==> config.mk <==
export PLATFORM = sky130hd
export DESIGN_NAME = centroid_div_flat
export DESIGN_NICKNAME = d
export VERILOG_FILES = /design/src/rtl/centroid_div_if.sv /design/src/rtl/centroid_div.sv /design/src/flat_wrapper.sv
export SDC_FILE = /design/constraint.sdc
export NUM_CORES = 1
export LEC_CHECK = 0
export CELL_PAD_IN_SITES_DETAIL_PLACEMENT = 1
export CELL_PAD_IN_SITES_GLOBAL_PLACEMENT = 1
export CORE_MARGIN = 3
export CORE_UTILIZATION = 41
export DETAILED_ROUTE_END_ITERATION = 12
export PLACE_DENSITY_LB_ADDON = 0.1
export SETUP_SLACK_MARGIN = 0.4
export SLEW_MARGIN = 20
export SYNTH_ARGS = -nofsm -noshare
export SYNTH_HDL_FRONTEND = slang
export SYNTH_SLANG_ARGS = --single-unit
==> constraint.sdc <==
create_clock -name clk -period 3.4 [get_ports clk]
set_input_delay 0.51 -clock clk [delete_from_list [all_inputs] [get_ports clk]]
set_output_delay 0.51 -clock clk [all_outputs]
set_load 0.005 [all_outputs]
==> src/rtl/centroid_div_if.sv <==
`default_nettype none
// ============================================================================
// Module      : centroid_div_if
// Description : Bundle of the start/operand and result signals of
//               centroid_div.
//               master : drives eof, m00, m10 and m01; observes the results.
//               slave  : the divider; consumes the operands and drives
//                        x_c, y_c, valid, busy, div_zero and overrun.
// Revision    : 1.0 - initial release
// ============================================================================
interface centroid_div_if #(
    parameter int DW = 30,
    parameter int NW = 21,
    parameter int QW = 11
) ();
    logic          eof;
    logic [NW-1:0] m00;
    logic [DW-1:0] m10;
    logic [DW-1:0] m01;
    logic [QW-1:0] x_c;
    logic [QW-1:0] y_c;
    logic          valid;
    logic          busy;
    logic          div_zero;
    logic          overrun;

    modport master (
        output eof, m00, m10, m01,
        input  x_c, y_c, valid, busy, div_zero, overrun
    );

    modport slave (
        input  eof, m00, m10, m01,
        output x_c, y_c, valid, busy, div_zero, overrun
    );
endinterface
`default_nettype wire

==> src/rtl/centroid_div.sv <==
`default_nettype none
// ============================================================================
// Module      : centroid_div
// Description : End-of-frame centroid divider. On eof it latches the pixel
//               count m00 and the moments m10/m01, then runs two restoring
//               dividers in parallel (one quotient bit per clock, MSB first,
//               DW iterations) to produce x_c = floor(m10/m00) and
//               y_c = floor(m01/m00), each saturated to 2^QW-1.
//               m00 == 0 finishes after a single cycle with div_zero set.
// Ports       : clk, rst (synchronous, active-high)
//               bus.eof/m00/m10/m01          - start pulse and operands
//               bus.x_c/y_c/div_zero         - results, held until next valid
//               bus.valid                    - one-cycle result strobe
//               bus.busy                     - division in progress
//               bus.overrun                  - sticky: eof seen while busy
// Revision    : 1.0 - initial release
// ============================================================================
module centroid_div #(
    parameter int DW = 30,
    parameter int NW = 21,
    parameter int QW = 11
) (
    input  wire logic      clk,
    input  wire logic      rst,
    centroid_div_if.slave  bus
);
    localparam int CW = (DW > 1) ? $clog2(DW) : 1;

    localparam logic [0:0] S_IDLE = 1'b0;
    localparam logic [0:0] S_DIV  = 1'b1;

    logic [0:0]    r_state;
    logic [0:0]    w_next_state;

    logic [CW-1:0] r_cnt;
    logic [NW-1:0] r_m00;
    // Each of these holds the dividend at start; quotient bits are shifted in
    // at the LSB while dividend bits leave at the MSB, so after DW steps the
    // register holds the full DW-bit quotient.
    logic [DW-1:0] r_qdx;
    logic [DW-1:0] r_qdy;
    logic [NW:0]   r_remx;
    logic [NW:0]   r_remy;

    logic [QW-1:0] r_xc;
    logic [QW-1:0] r_yc;
    logic          r_valid;
    logic          r_div_zero;
    logic          r_overrun;

    logic          w_busy;
    logic          w_start;
    logic          w_zero;
    logic          w_iter;
    logic          w_last;

    // One restoring step per divider. The shifted remainder is kept one bit
    // wider than the stored remainder so the compare sees every bit.
    logic [NW+1:0] w_shx;
    logic [NW+1:0] w_shy;
    logic          w_gex;
    logic          w_gey;
    logic [NW:0]   w_diffx;
    logic [NW:0]   w_diffy;
    logic [NW:0]   w_nremx;
    logic [NW:0]   w_nremy;
    logic [DW-1:0] w_nqx;
    logic [DW-1:0] w_nqy;

    function automatic logic [QW-1:0] sat(input logic [DW-1:0] q);
        if (|q[DW-1:QW]) begin
            return '1;
        end
        return q[QW-1:0];
    endfunction

    // ---------------------------------------------------------------- FSM
    always_ff @(posedge clk) begin
        if (rst) begin
            r_state <= S_IDLE;
        end else begin
            r_state <= w_next_state;
        end
    end

    always_comb begin
        w_next_state = r_state;
        case (r_state)
            S_IDLE:  if (bus.eof) w_next_state = S_DIV;
            S_DIV:   if (w_zero || w_last) w_next_state = S_IDLE;
            default: w_next_state = S_IDLE;
        endcase
    end

    always_comb begin
        w_busy  = (r_state == S_DIV);
        w_start = (r_state == S_IDLE) && bus.eof;
        w_zero  = w_busy && (r_m00 == '0);
        w_iter  = w_busy && (r_m00 != '0);
        w_last  = w_iter && (r_cnt == CW'(DW - 1));
    end

    // ----------------------------------------------------------- datapath
    always_comb begin
        w_shx   = {r_remx, r_qdx[DW-1]};
        w_shy   = {r_remy, r_qdy[DW-1]};
        w_gex   = (w_shx >= {2'b00, r_m00});
        w_gey   = (w_shy >= {2'b00, r_m00});
        w_diffx = w_shx[NW:0] - {1'b0, r_m00};
        w_diffy = w_shy[NW:0] - {1'b0, r_m00};
        w_nremx = w_gex ? w_diffx : w_shx[NW:0];
        w_nremy = w_gey ? w_diffy : w_shy[NW:0];
        w_nqx   = {r_qdx[DW-2:0], w_gex};
        w_nqy   = {r_qdy[DW-2:0], w_gey};
    end

    always_ff @(posedge clk) begin
        if (rst) begin
            r_cnt      <= '0;
            r_m00      <= '0;
            r_qdx      <= '0;
            r_qdy      <= '0;
            r_remx     <= '0;
            r_remy     <= '0;
            r_xc       <= '0;
            r_yc       <= '0;
            r_valid    <= 1'b0;
            r_div_zero <= 1'b0;
            r_overrun  <= 1'b0;
        end else begin
            r_valid <= 1'b0;
            if (w_start) begin
                r_m00  <= bus.m00;
                r_qdx  <= bus.m10;
                r_qdy  <= bus.m01;
                r_remx <= '0;
                r_remy <= '0;
                r_cnt  <= '0;
            end else if (w_zero) begin
                r_xc       <= '0;
                r_yc       <= '0;
                r_div_zero <= 1'b1;
                r_valid    <= 1'b1;
            end else if (w_iter) begin
                r_remx <= w_nremx;
                r_remy <= w_nremy;
                r_qdx  <= w_nqx;
                r_qdy  <= w_nqy;
                r_cnt  <= r_cnt + CW'(1);
                if (w_last) begin
                    r_xc       <= sat(w_nqx);
                    r_yc       <= sat(w_nqy);
                    r_div_zero <= 1'b0;
                    r_valid    <= 1'b1;
                end
            end
            // A start request during a division is dropped but remembered.
            if (bus.eof && w_busy) begin
                r_overrun <= 1'b1;
            end
        end
    end

    assign bus.x_c      = r_xc;
    assign bus.y_c      = r_yc;
    assign bus.valid    = r_valid;
    assign bus.busy     = w_busy;
    assign bus.div_zero = r_div_zero;
    assign bus.overrun  = r_overrun;
endmodule
`default_nettype wire
==> src/flat_wrapper.sv <==
// flat-port wrapper written by rule: the top's interface ports become plain ports
module centroid_div_flat 
#(
    parameter int DW = 30,
    parameter int NW = 21,
    parameter int QW = 11
)
  (clk, rst, bus_eof, bus_m00, bus_m10, bus_m01, bus_x_c, bus_y_c, bus_valid, bus_busy, bus_div_zero, bus_overrun);
  centroid_div_if #(.DW(DW), .NW(NW), .QW(QW)) bus_i ();
  input  wire logic clk;
  input  wire logic rst;
  input wire logic [$bits(bus_i.eof)-1:0] bus_eof;
  input wire logic [$bits(bus_i.m00)-1:0] bus_m00;
  input wire logic [$bits(bus_i.m10)-1:0] bus_m10;
  input wire logic [$bits(bus_i.m01)-1:0] bus_m01;
  output wire logic [$bits(bus_i.x_c)-1:0] bus_x_c;
  output wire logic [$bits(bus_i.y_c)-1:0] bus_y_c;
  output wire logic [$bits(bus_i.valid)-1:0] bus_valid;
  output wire logic [$bits(bus_i.busy)-1:0] bus_busy;
  output wire logic [$bits(bus_i.div_zero)-1:0] bus_div_zero;
  output wire logic [$bits(bus_i.overrun)-1:0] bus_overrun;
  assign bus_i.eof = bus_eof;
  assign bus_i.m00 = bus_m00;
  assign bus_i.m10 = bus_m10;
  assign bus_i.m01 = bus_m01;
  assign bus_x_c = bus_i.x_c;
  assign bus_y_c = bus_i.y_c;
  assign bus_valid = bus_i.valid;
  assign bus_busy = bus_i.busy;
  assign bus_div_zero = bus_i.div_zero;
  assign bus_overrun = bus_i.overrun;
  centroid_div #(.DW(DW), .NW(NW), .QW(QW)) u_core (.clk(clk), .rst(rst), .bus(bus_i));
endmodule
; Word level (Yosys, flattened, before mapping)
; Cells that the tools add are included.
[classes]
add_sub_neg = 3
reduce_logical = 17
n_bitwise = 3
mux = 39
n_lt_le_gt_ge = 2
n_eq_ne = 2
[op_table]
columns = op, n
row1 = two-way mux 30 bit, 6
row2 = two-way mux 11 bit, 10
row3 = >= comparator 23 x 21 -> 1 bit, 2
row4 = two-way mux 22 bit, 2
row5 = subtractor 22 x 21 -> 22 bit, 2
row6 = OR reduction 19 bit, 2
row7 = zero test 21 bit, 1
row8 = nonzero test 21 bit, 1
row9 = two-way mux 1 bit, 20
row10 = nonzero test 2 bit, 3
row11 = adder 5 x 1 -> 5 bit (second input constant), 1
row12 = == test 5 bit (second input constant), 1
row13 = logical AND 1 bit, 5
row14 = AND reduction 2 bit, 2
row15 = NOT 1 bit, 3
row16 = AND reduction 3 bit, 1
row17 = != test 2 x 1 -> 1 bit (second input constant), 1
row18 = one-hot mux 1 bit (2 select lines), 1
row19 = OR reduction 2 bit, 1
row20 = logical OR 1 bit, 1
[totals]
inputBits = 84
ff_bits = 156

; Logic depth before layout (Yosys ltp)
[depth]
depth_word = 12
depth_mapped = 13
ltp_nobuf = 12

; Least setup slack after synthesis
; Ideal clock, no wire load.
[synth_path]
path_type = reg2reg
startpoint = reg u_core.r_m00[16]
endpoint = reg u_core.r_remx[1]
t_required_ns = 3.326
slack_ns = 0.769
path_buffers = 1
synth_period_minus_slack_ns = 2.631
arrival_ns = 2.557
path_stages_with_launch = 12
cell_sequence = dfxtp_1 inv_1 ha_1 a21o_1 a21o_1 a21o_1 or3_1 a311o_1 o211ai_2 buf_8 mux2_2 o21ai_0
[synth_between]
elab_chain_cells = 4
[synth_rtl]
columns = item, line_no
row1 = from (decl), centroid_div.sv:36  ; logic [NW-1:0] r_m00;
row2 = from (signal assigned), centroid_div.sv:133  ; r_m00 <= bus.m00;
row3 = "parallel branches: the longest is 4 deep, another holds >= comparator 23 x 21 -> 1 bit", n/a
row4 = to (signal assigned), centroid_div.sv:145  ; r_remx <= w_nremx;
row5 = to (decl), centroid_div.sv:42  ; logic [NW:0] r_remx;
; Parallel ways; which one is timed is not known.
; A chain may end at the register's enable or synchronous reset.

; Worst setup path after layout
[layout_path]
startpoint = reg u_core.r_m00[16]
endpoint = reg u_core.r_remx[4]
; Same word-level chain as after synthesis.

==> qor.yml <==
rsz0062_at_grt: "false"
path_cells: "inv_1, ha_2, a21o_1, a21o_1, a21o_1, or3_1, a311o_2, o211ai_4, buf_4, and3b_1, a21oi_2, a21oi_1"
cp_common_cell: "a21o_1"
die_x_um: 149
drc: 0
ys_ff_latch: 156
finalHoldViolations: 0
synth_area_um2: 8440
outcome: "finished clean"
htreeDepth: 4
yosysSeqAreaShare_pct: 37.0
combPwrFrac_pct: 33.1
synth_cell_type_count: 59
critical_path.top_delay_family: "compound AO/OA/AOI/OAI gates"
vias: 8285
core.rowCount: 51
p_sw_mw: 2.21
vdd_drop_max_v: 0.000380
r2r-start: "u_core.r_m00[16]$_SDFFE_PP0P_"
postSynthAreaPerCell_um2: 7.78
worst-path-stages: 12
first_pass_iters: 5
overflow: 0
fmax_mhz: 341
tns_ps: 0
clkPwrFrac_pct: 34.2
grt_pass1_wl_um: 42900
finalSetupViolations: 0
area_delta_synth_final_pct: 24.6
relSlewSlack_pct: 36.2
r2r.worst_path.cells: 12
syn_inst: 1085
crit_type: "flop to flop"
cap_viol_max_count: 0
hp-class: "flop to flop"
cts.sinks: 156
core_area_um2: 19800
wl_per_cell_um: 19.1
vias_per_cell: 5.75
finalCritPeriodShare_pct: 86.3
grt_max_degree: 89
gp_congestion: 0.821
leakage_nw: 3.96
seqPwrFrac_pct: 32.7
insertion_delay_ps: 440
r2r-end: "u_core.r_remx[4]$_SDFFE_PP0P_"
min_path_cells: 2
grt.total_usage_pct: 23.8
die-area_um2: 22300
powerDensity_nw_per_um2: 603
slew_viol_final: 0
reg2reg_setup_slack_ps: 470
internal-power_mw: 4.13
cts-hold-fix-buffers: 0
ios: 110
critPathMaxFanout: 6
yosysWarnings: 0
required_ps: 3690
hold_path.startpoint: "u_core.bus.x_c[8]$_SDFFE_PP0P_"
min_period_ps: 2930
start_util_pct: 42.5
tightest_slew_ps: 953
arrival_ps: 3220
port_buffers: 109
holdWs_ps: 466
synth_fp_nets: 1215
max_stage_delay_ps: 400
cts-root-buf: "clkbuf_16"
drt_iter0_drc: 452
slowest_stage: "a311o_2"
cts_buffers: 17
holdPathEnd: "u_core.bus.x_c[8]$_SDFFE_PP0P_"
place_hpwl_um: 18300
clk_path_buf_depth: 2
start_kind: "flop"
diodes: 0
drive_gt1_share_pct: 8.09
clock_skew_ps: 13.1
cp.buffers_inverters: 2
drtAntennaViolNets: 0
die_h_um: 149
grt_antenna_before_repair: 0
wl_um: 27500
critPathCaptureType: "flop"
cts_tree: "yes"
first_global_vias: 8096
clk_transition_reported_paths_ps: 70
switching_share_pct: 34.8
nets: 1292
-- cells by family (layout without fill, tap and decap cells) --
| logic type | Yosys count | count (layout) | synth area share [%] |
|---|---|---|---|
| adder cells (fa/ha/maj) | 46 | 46 | 7.00 |
| XOR/XNOR | 34 | 34 | 3.53 |
| AND/OR/NAND/NOR | 357 | 358 | 18.5 |
| buffers and inverters | 107 | 194 | 5.47 |
| AO/OA/AOI/OAI | 374 | 376 | 27.1 |
| flip-flops | 156 | 156 | 37.0 |
| multiplexers | 11 | 11 | 1.33 |
-- worst register-to-register path, stage by stage (launching register included) --
cell and delay, ps:
dfxtp_1 360, inv_1 80, ha_2 300, a21o_1 210, a21o_1 200, a21o_1 200
or3_1 310, a311o_2 400, o211ai_4 190, buf_4 180, and3b_1 180, a21oi_2 100
a21oi_1 70
-- metal layers --
layer  GRT usage [%]  wire length (um)  up-vias
li1                -                 -     4043
met1            32.7             12900     4040
met2            39.2             13100      169
met3            4.48              1160       33
met4            5.22               345        0
met5               0                 0        -
-- cell usage after synthesis, drive strengths merged --
cell,n,area share (%)
nor2b,10,0.74
xor2,18,1.9
a41oi,2,0.21
a2111oi,1,0.10
a21oi,151,9.4
nand4,14,1.0
nand3,25,1.5
a211oi,9,0.86
nor2,77,3.5
nor4,16,1.2
ha,44,6.5
o221ai,1,0.10
nor3,18,1.1
o31ai,2,0.18
inv,32,1.4
a31oi,5,0.37
a21o,14,1.3
o211ai,6,0.59
mux2i,9,1.1
o21a,8,0.71
clkbuf,54,2.4
xnor2,16,1.7
o21bai,5,0.44
or4,3,0.27
or2,4,0.30
nand2b,6,0.44
nand2,174,7.7
a311o,2,0.25
and3,2,0.15
a311oi,33,3.4
dfxtp,156,37
o31a,5,0.53
and4,1,0.10
and3b,1,0.10
mux2,2,0.27
a22oi,25,2.2
buf,21,1.6
or3,5,0.37
o211a,3,0.36
a21boi,2,0.18
o22ai,1,0.074
and2,1,0.074
fa,2,0.47
o21ai,99,5.9
-- power groups by stage --
stage	Clock, mW	Combinational (mW)	Sequential (mW)
2_1_floorplan	0	1.44	2.07
4_1_cts	2.20	1.92	2.07
6_report	2.17	2.10	2.07
3_5_place_dp	0	1.87	2.11
5_1_grt	2.29	2.32	2.09
3_3_place_gp	0	1.84	2.10
-- cells in the final DEF, fill, tap and decap left out, types with 18 or more instances in the layout --
| cell type | netlist | final |
|---|---|---|
| clkbuf_16 | 0 | 18 |
| clkdlybuf4s50_1 | 0 | 108 |
| dfxtp_1 | 156 | 155 |
| nor2_1 | 76 | 74 |
| nand2_1 | 174 | 174 |
| o21ai_0 | 96 | 93 |
| a22oi_1 | 25 | 25 |
| a311oi_1 | 33 | 33 |
| nor3_1 | 18 | 18 |
| xor2_1 | 18 | 18 |
| ha_1 | 44 | 41 |
| buf_4 | 0 | 18 |
| nand3_1 | 25 | 25 |
| inv_1 | 32 | 32 |
| a21oi_1 | 142 | 142 |
-- layout make-up --
cell class                 instances  area [um^2]
tap                              265          332
timing repair buffer             130         1300
inverter                          32          120
clock inverter                    14          221
clock buffer                      18          439
fill                            2433         9330
sequential                       156         3120
multi-input combinational        825         4980
-- worst max-delay path by stage --
stage                                   from                              to  slack, ps
6_report       u_core.r_m00[16]$_SDFFE_PP0P_   u_core.r_remx[4]$_SDFFE_PP0P_        470
5_1_grt        u_core.r_m00[16]$_SDFFE_PP0P_   u_core.r_remx[4]$_SDFFE_PP0P_        380
4_1_cts         u_core.r_m00[8]$_SDFFE_PP0P_   u_core.r_remx[7]$_SDFFE_PP0P_        360
3_5_place_dp    u_core.r_m00[1]$_SDFFE_PP0P_  u_core.r_remx[11]$_SDFFE_PP0P_        350
3_3_place_gp    u_core.r_m00[8]$_SDFFE_PP0P_   u_core.r_remx[9]$_SDFFE_PP0P_        440
2_1_floorplan  u_core.r_m00[16]$_SDFFE_PP0P_   u_core.r_remx[1]$_SDFFE_PP0P_        770
-- registers in the layout, summed over array words and instances, names as in the netlist --
signal,cells
u_core.r_cnt,5
u_core.r_m00,21
u_core.r_qdx,30
u_core.bus.overrun,1
u_core.bus.valid,1
u_core.bus.div_zero,1
u_core.r_remy,22
u_core.r_remx,22
u_core.bus.y_c,11
u_core.bus.busy,1
u_core.r_qdy,30
u_core.bus.x_c,11
-- per-stage QoR --
| stage | total power [mW] | cells | setup slack [ps] | area, um^2 | util [%] |
|---|---|---|---|---|---|
| final | 6.34 | 1440 | 466 | 10500 | 53.0 |
| after global routing | 6.70 | 1440 | 382 | 10500 | 53.0 |
| after CTS | 6.19 | 1429 | 356 | 10300 | 52.1 |
| after detailed placement | 3.98 | 1396 | 346 | 9670 | 48.7 |
| after global placement | 3.95 | 1396 | 441 | 9670 | 48.7 |
| after floorplan | 3.51 | 1085 | 769 | 8440 | - |
-- what timing repair did --
item,4_1_cts,5_1_grt
cloned,1,3
pin swaps,1,4
buffers inserted,0,8
endpoints found under the hold margin,0,0
gates resized for setup,0,19
setup endpoints to repair,9,66
Power figures use the tool's default switching activity.
